$ cat src/rtl/row_transfer_controller_pkg.sv
// Shared constants and state encoding for the row transfer controller
// and the row address generator.
package row_transfer_controller_pkg;

  localparam int ROW_WORDS   = 40;
  localparam int ACTIVE_ROWS = 480;
  localparam int LAST_ROW    = 524;

  localparam int ROW_NUM_W  = 9;
  localparam int CNT_W      = 6;
  localparam int WORD_SHIFT = 4;
  localparam int SLICE_W    = CNT_W + WORD_SHIFT;

  typedef enum logic [1:0] {
    IDLE,
    WRITEBACK,
    FETCH,
    HANDOVER
  } state_t;

  // bit offset of word k inside a row
  function automatic logic [SLICE_W-1:0] word_lsb(
    input logic [CNT_W-1:0] k
  );
    return {k, {WORD_SHIFT{1'b0}}};
  endfunction

endpackage

$ cat src/rtl/row_address_gen.sv
// Word address of word k of a display row: rowNum*40 + k.
// Shift-add form keeps it to two adders, no multiplier.
module row_address_gen
  import row_transfer_controller_pkg::*;
#(
  parameter int ADDR_BITS = 15
) (
  input  logic [ROW_NUM_W-1:0] row_num,
  input  logic [CNT_W-1:0]     k,
  output logic [ADDR_BITS-1:0] addr
);

  logic [ADDR_BITS-1:0] row_ext;

  assign row_ext = ADDR_BITS'(row_num);
  assign addr    = (row_ext << 5) + (row_ext << 3) + ADDR_BITS'(k);

endmodule

$ cat src/rtl/row_transfer_controller.sv
// Per-blanking row mover: writes the displayed row back to frame
// memory, then fetches the next row and hands it to the calculator.
module row_transfer_controller
  import row_transfer_controller_pkg::*;
#(
  parameter int ROW_BITS  = 640,
  parameter int WORD_BITS = 16,
  parameter int ADDR_BITS = 15
) (
  input  logic                 clkDiv,
  input  logic                 rst,
  input  logic                 lineStart,
  input  logic [ROW_NUM_W-1:0] row,
  input  logic [ROW_BITS-1:0]  writeRow,
  output logic [ROW_BITS-1:0]  readRow,
  output logic                 reading,
  output logic [ADDR_BITS-1:0] memAddr,
  output logic [WORD_BITS-1:0] memWriteData,
  input  logic [WORD_BITS-1:0] memReadData,
  output logic                 memRead,
  output logic                 memWrite,
  input  logic                 memAck,
  output logic                 overrun
);

  state_t state, state_nxt;

  logic [CNT_W-1:0]     cnt;
  logic [ROW_NUM_W-1:0] loaded_row;
  logic [ROW_NUM_W-1:0] fetch_row;
  logic [ROW_NUM_W-1:0] xfer_row;
  logic                 loaded_valid;
  logic                 do_fetch;
  logic [ADDR_BITS-1:0] addr;

  logic row_active;
  logic row_last_active;
  logic row_wrap;
  logic start;
  logic in_xfer;
  logic last_word;
  logic word_done;

  assign row_active      = row < ROW_NUM_W'(ACTIVE_ROWS - 1);
  assign row_last_active = row == ROW_NUM_W'(ACTIVE_ROWS - 1);
  assign row_wrap        = row == ROW_NUM_W'(LAST_ROW);

  assign start = lineStart && (state == IDLE) &&
                 (row_active || row_last_active || row_wrap);

  assign in_xfer   = (state == WRITEBACK) || (state == FETCH);
  assign last_word = cnt == CNT_W'(ROW_WORDS - 1);
  assign word_done = in_xfer && memAck;
  assign xfer_row  = (state == WRITEBACK) ? loaded_row : fetch_row;

  row_address_gen #(
    .ADDR_BITS(ADDR_BITS)
  ) u_addr (
    .row_num(xfer_row),
    .k      (cnt),
    .addr   (addr)
  );

  assign memAddr      = in_xfer ? addr : '0;
  assign memWriteData = (state == WRITEBACK) ?
                        writeRow[word_lsb(cnt) +: WORD_BITS] : '0;

  always_ff @(posedge clkDiv or posedge rst) begin
    if (rst) state <= IDLE;
    else     state <= state_nxt;
  end

  always_comb begin
    state_nxt = state;
    memRead   = 1'b0;
    memWrite  = 1'b0;
    reading   = 1'b0;
    unique case (state)
      IDLE: begin
        if (start) begin
          if (loaded_valid)          state_nxt = WRITEBACK;
          else if (!row_last_active) state_nxt = FETCH;
        end
      end
      WRITEBACK: begin
        memWrite = 1'b1;
        if (memAck && last_word)
          state_nxt = do_fetch ? FETCH : IDLE;
      end
      FETCH: begin
        memRead = 1'b1;
        if (memAck && last_word) state_nxt = HANDOVER;
      end
      HANDOVER: begin
        reading   = 1'b1;
        state_nxt = IDLE;
      end
    endcase
  end

  always_ff @(posedge clkDiv or posedge rst) begin
    if (rst) begin
      cnt          <= '0;
      loaded_row   <= '0;
      fetch_row    <= '0;
      loaded_valid <= 1'b0;
      do_fetch     <= 1'b0;
      readRow      <= '0;
      overrun      <= 1'b0;
    end else begin
      if (start) begin
        do_fetch  <= !row_last_active;
        fetch_row <= row_wrap ? '0 : row + 1'b1;
      end
      if (lineStart && state != IDLE) overrun <= 1'b1;
      if (word_done) begin
        cnt <= last_word ? '0 : cnt + 1'b1;
        if (state == FETCH)
          readRow[word_lsb(cnt) +: WORD_BITS] <= memReadData;
      end
      // last active row: written back, nothing left loaded
      if (state == WRITEBACK && memAck && last_word && !do_fetch)
        loaded_valid <= 1'b0;
      if (state == HANDOVER) begin
        loaded_row   <= fetch_row;
        loaded_valid <= 1'b1;
      end
    end
  end

endmodule

$ cat config.mk
export PLATFORM = sky130hd
export DESIGN_NAME = row_transfer_controller
export DESIGN_NICKNAME = d
export VERILOG_FILES = /design/src/rtl/row_transfer_controller_pkg.sv /design/src/rtl/row_address_gen.sv /design/src/rtl/row_transfer_controller.sv
export SDC_FILE = /design/constraint.sdc
export NUM_CORES = 2
export LEC_CHECK = 0
export CAP_MARGIN = 20
export CORE_AREA = 5 5 523 525
export CTS_BUF_LIST = sky130_fd_sc_hd__clkbuf_8
export CTS_CLUSTER_DIAMETER = 60
export DETAILED_ROUTE_END_ITERATION = 7
export DIE_AREA = 0 0 528 530
export MAX_ROUTING_LAYER = met4
export PLACE_DENSITY = 0.3
export SYNTH_ARGS = -nofsm -noshare
export SYNTH_HDL_FRONTEND = slang
export SYNTH_SLANG_ARGS = --single-unit
export TNS_END_PERCENT = 10
$ cat constraint.sdc
create_clock -name clkDiv -period 33 [get_ports clkDiv]
set_clock_uncertainty 0.15 [all_clocks]
set_input_delay 9.9 -clock clkDiv [delete_from_list [all_inputs] [get_ports clkDiv]]
set_output_delay 9.9 -clock clkDiv [all_outputs]
set_load 0.03 [all_outputs]
==> impl_metrics.csv <==
group,metric,value,unit
setup_path,required,22.95,ns
timing,rsz0062_at_grt,"no",
cts,cts_tree,"built",
cts,post_cts_resized,0,
drt,avgViaCountPerCell,3.64,
setup_path,critPathCaptureType,"output pin",
floorplanning,die_area,280000,um^2
setup_path,timing.critical_path.buf_inv,2,
yosys,synthTopCellsByArea,"dfrtp_1, mux2_2, mux4_2",
cts,clk_path_buf_depth,4,
grt,grt-ovfl-total,0,
drt,vias,27358,
timing,final.setup.worst_slack,10.30,ns
grt,grt_pass1_vias,30101,
setup_path,worstPathCellList,"clkdlybuf4s50_1 > mux4_2 > a22o_1 > a211oi_1 > a211o_1 > o21ai_0 > clkdlybuf4s50_1",
floorplanning,die_w,528,um
cts,clkTransAtPathRegs,0.05,ns
drt,wl,225000,um
cts,holdBufCountCts,0,
floorplanning,fp.coreArea,269000,um^2
grt,grt_usage,15.9,%
placed_design,port_buffers,1343,
timing,slew_viol_final,0,
yosys,synth_seq_cells,669,
grt,antenna_found_initial,58,
timing,setup_viol,0,
yosys,synth_largest_area_cell,"dfrtp_1",
cts,cts_buffers,157,
timing,max_freq,44.0,MHz
placed_design,pre_cts_ws,10.19,ns
min_path,min_path_type,"reg2reg",
pwr,cellPowerDensity,81.8,nW/um^2
yosys,yosys_warnings,0,
yosys,synth_edf_count,0,
timing,worst_pin_slew,1.09,ns
drt,drt_first_iter_violations,1031,
setup_path,critPathLaunchType,"input port",
yosys,synth_ff_type,"dfrtp_1",
finish,syn2layout_area_growth,64.2,%
setup_path,timing.critical_path.slowest_stage_cell,"clkdlybuf4s50_1",
setup_path,crit_arrival,12.65,ns
finish,n_fill_cell,29289,
yosys,async_flop_share,100,%
yosys,syn_area,32600,um^2
timing,fin_crit_sh,68.8,%
setup_path,worst-path-max-fanout,1,
floorplanning,rows,191,
yosys,seq_area_frac_synth,51.3,%
finish,drive_gt1_share,27.2,%
setup_path,path_delay_family,"buffers and inverters",
yosys,avgSynthCellArea,13.4,um^2
pwr,ir_worst_vdd,0.0566,mV
drt,postRouteAntennaNets,0,
floorplanning,io_pins,1344,
setup_path,worstSetupPathType,"in2out",
timing,fin_setup_tns,0,ns
timing,slew-limit-headroom,27.5,%
run,drv_cap,0,
setup_path,cp_common_cell,"clkdlybuf4s50_1",
drt,drc,0,
grt,grt_pass1_wl,293000,um
placed_design,place_hpwl,175000,um
timing,fin_crit,22.70,ns
cts,cts_htree_levels,4,
yosys,postSynthCellCount,2440,
floorplanning,start_util,12.1,%
setup_path,cpPeakStageDelay,0.64,ns
cts,clock_latency,0.83,ns
cts,cts.sinks,669,
floorplanning,die_h,530,um
cts,root_buffer,"clkbuf_8",
grt,grt_max_degree,158,
drt,dr.pass1.iters,5,
yosys,synth_top_area_share,51.3,%
drt,wl_per_cell,29.9,um
placed_design,gp_congestion,0.841,
cts,cts_setup_buffers,0,
run_status,status,"finished, final reports clean",
finish,final_cell_mix,"clkdlybuf4s50_1, dfrtp_1, mux2_2",
timing,hold_viol,0,
finish,nets,4522,
pwr,p_leak,0.0225,uW
yosys,postSynthNetCount,3138,
finish,final_common_cell,"clkdlybuf4s50_1",
yosys,yosys.cell_types.count,68,
## worst paths after layout
path	startpoint	depth (start not counted)	endpoint	slack (ns)
max in group asynchronous	rst	6	cnt[0]$_DFFE_PP0P_	19.44
max	writeRow[382]	7	memWriteData[14]	10.30
max reg2reg	cnt[0]$_DFFE_PP0P_	7	readRow[318]$_DFFE_PP0P_	27.99
min reg2reg	overrun$_DFFE_PP0P_	1	overrun$_DFFE_PP0P_	0.32
min in group asynchronous	rst	2	readRow[185]$_DFFE_PP0P_	9.40
min	overrun$_DFFE_PP0P_	1	overrun$_DFFE_PP0P_	0.32
## cells in the mapped netlist, drive strengths merged, types with 5 or more instances
master	n
clkbuf	118
nand3	49
o22ai	17
o32ai	9
xnor2	12
buf	75
or3	5
ha	27
a211o	17
mux2i	101
mux2	582
a21oi	8
nand4	17
a22oi	16
o221ai	8
xor2	6
nor4	11
nand2b	9
nand2	113
nor2	126
dfrtp	669
a21o	16
inv	59
and2	24
a22o	24
nor3	39
mux4	128
o41ai	12
a211oi	24
o21ai	76
## flip-flops by register name, indices dropped and copies added, names as in the netlist
name and count:
readRow 640, overrun 1, do_fetch 1, cnt 6
loaded_valid 1, loaded_row 9, state 2, fetch_row 9
## cells by family after synthesis
logic type | count (synthesis) | synth area share [%]
AND/OR/NAND/NOR | 414 | 6.49
multiplexers | 811 | 32.0
adder cells (fa/ha/maj) | 29 | 1.16
AO/OA/AOI/OAI | 247 | 5.36
buffers and inverters | 252 | 3.20
flip-flops | 669 | 51.3
XOR/XNOR | 18 | 0.483
## layer usage
layer | wire length [um] | up-vias | global-route usage [%]
met5 | 0 | - | -
met4 | 5370 | 0 | 3.35
met3 | 14900 | 238 | 4.38
met2 | 123000 | 1132 | 30.0
met1 | 81800 | 14172 | 16.4
li1 | - | 11816 | -
## worst reg2reg max path: cells and delay by family, from the launching register on
kind / cells / cell delay, ns
buffers and inverters: 1 / 0.30
xor gates and xnor gates: 1 / 0.55
DFF: 1 / 0.70
muxes: 1 / 0.43
and+or+nand+nor: 3 / 2.38
adders and majority gates: 1 / 0.43
## power by group
| part | switching (uW) | internal (uW) |
|---|---|---|
| logic | 1430 | 847 |
| clock network | 428 | 553 |
| registers | 113 | 1010 |
## final cells by class
cell class | instances | area [um^2] | share of cell area [%]
Sequential cell | 669 | 16800 | 31.3
Multi-Input combinational cell | 1519 | 15000 | 28.1
Timing Repair Buffer | 1418 | 14000 | 26.1
Tap cell | 3570 | 4470 | 8.34
Clock buffer | 183 | 2520 | 4.70
Clock inverter | 67 | 490 | 0.915
Inverter | 59 | 229 | 0.427
Antenna cell | 29 | 72.6 | 0.135
## stage by stage
step / util, % / hold WS [ns] / cells / total power (uW) / area [um^2]
6_report: 19.9 / 0.318 / 7514 / 4380 / 53600
5_1_grt: 19.9 / 0.345 / 7511 / 4630 / 53600
4_1_cts: 19.9 / 0.328 / 7485 / 4530 / 53500
3_5_place_dp: 18.8 / 0.304 / 7235 / 3500 / 50500
3_3_place_gp: 18.8 / 0.294 / 7232 / 3490 / 50400
2_1_floorplan: - / 0.300 / 2440 / 2330 / 32600
No activity file was read; power rests on OpenSTA's default activity.
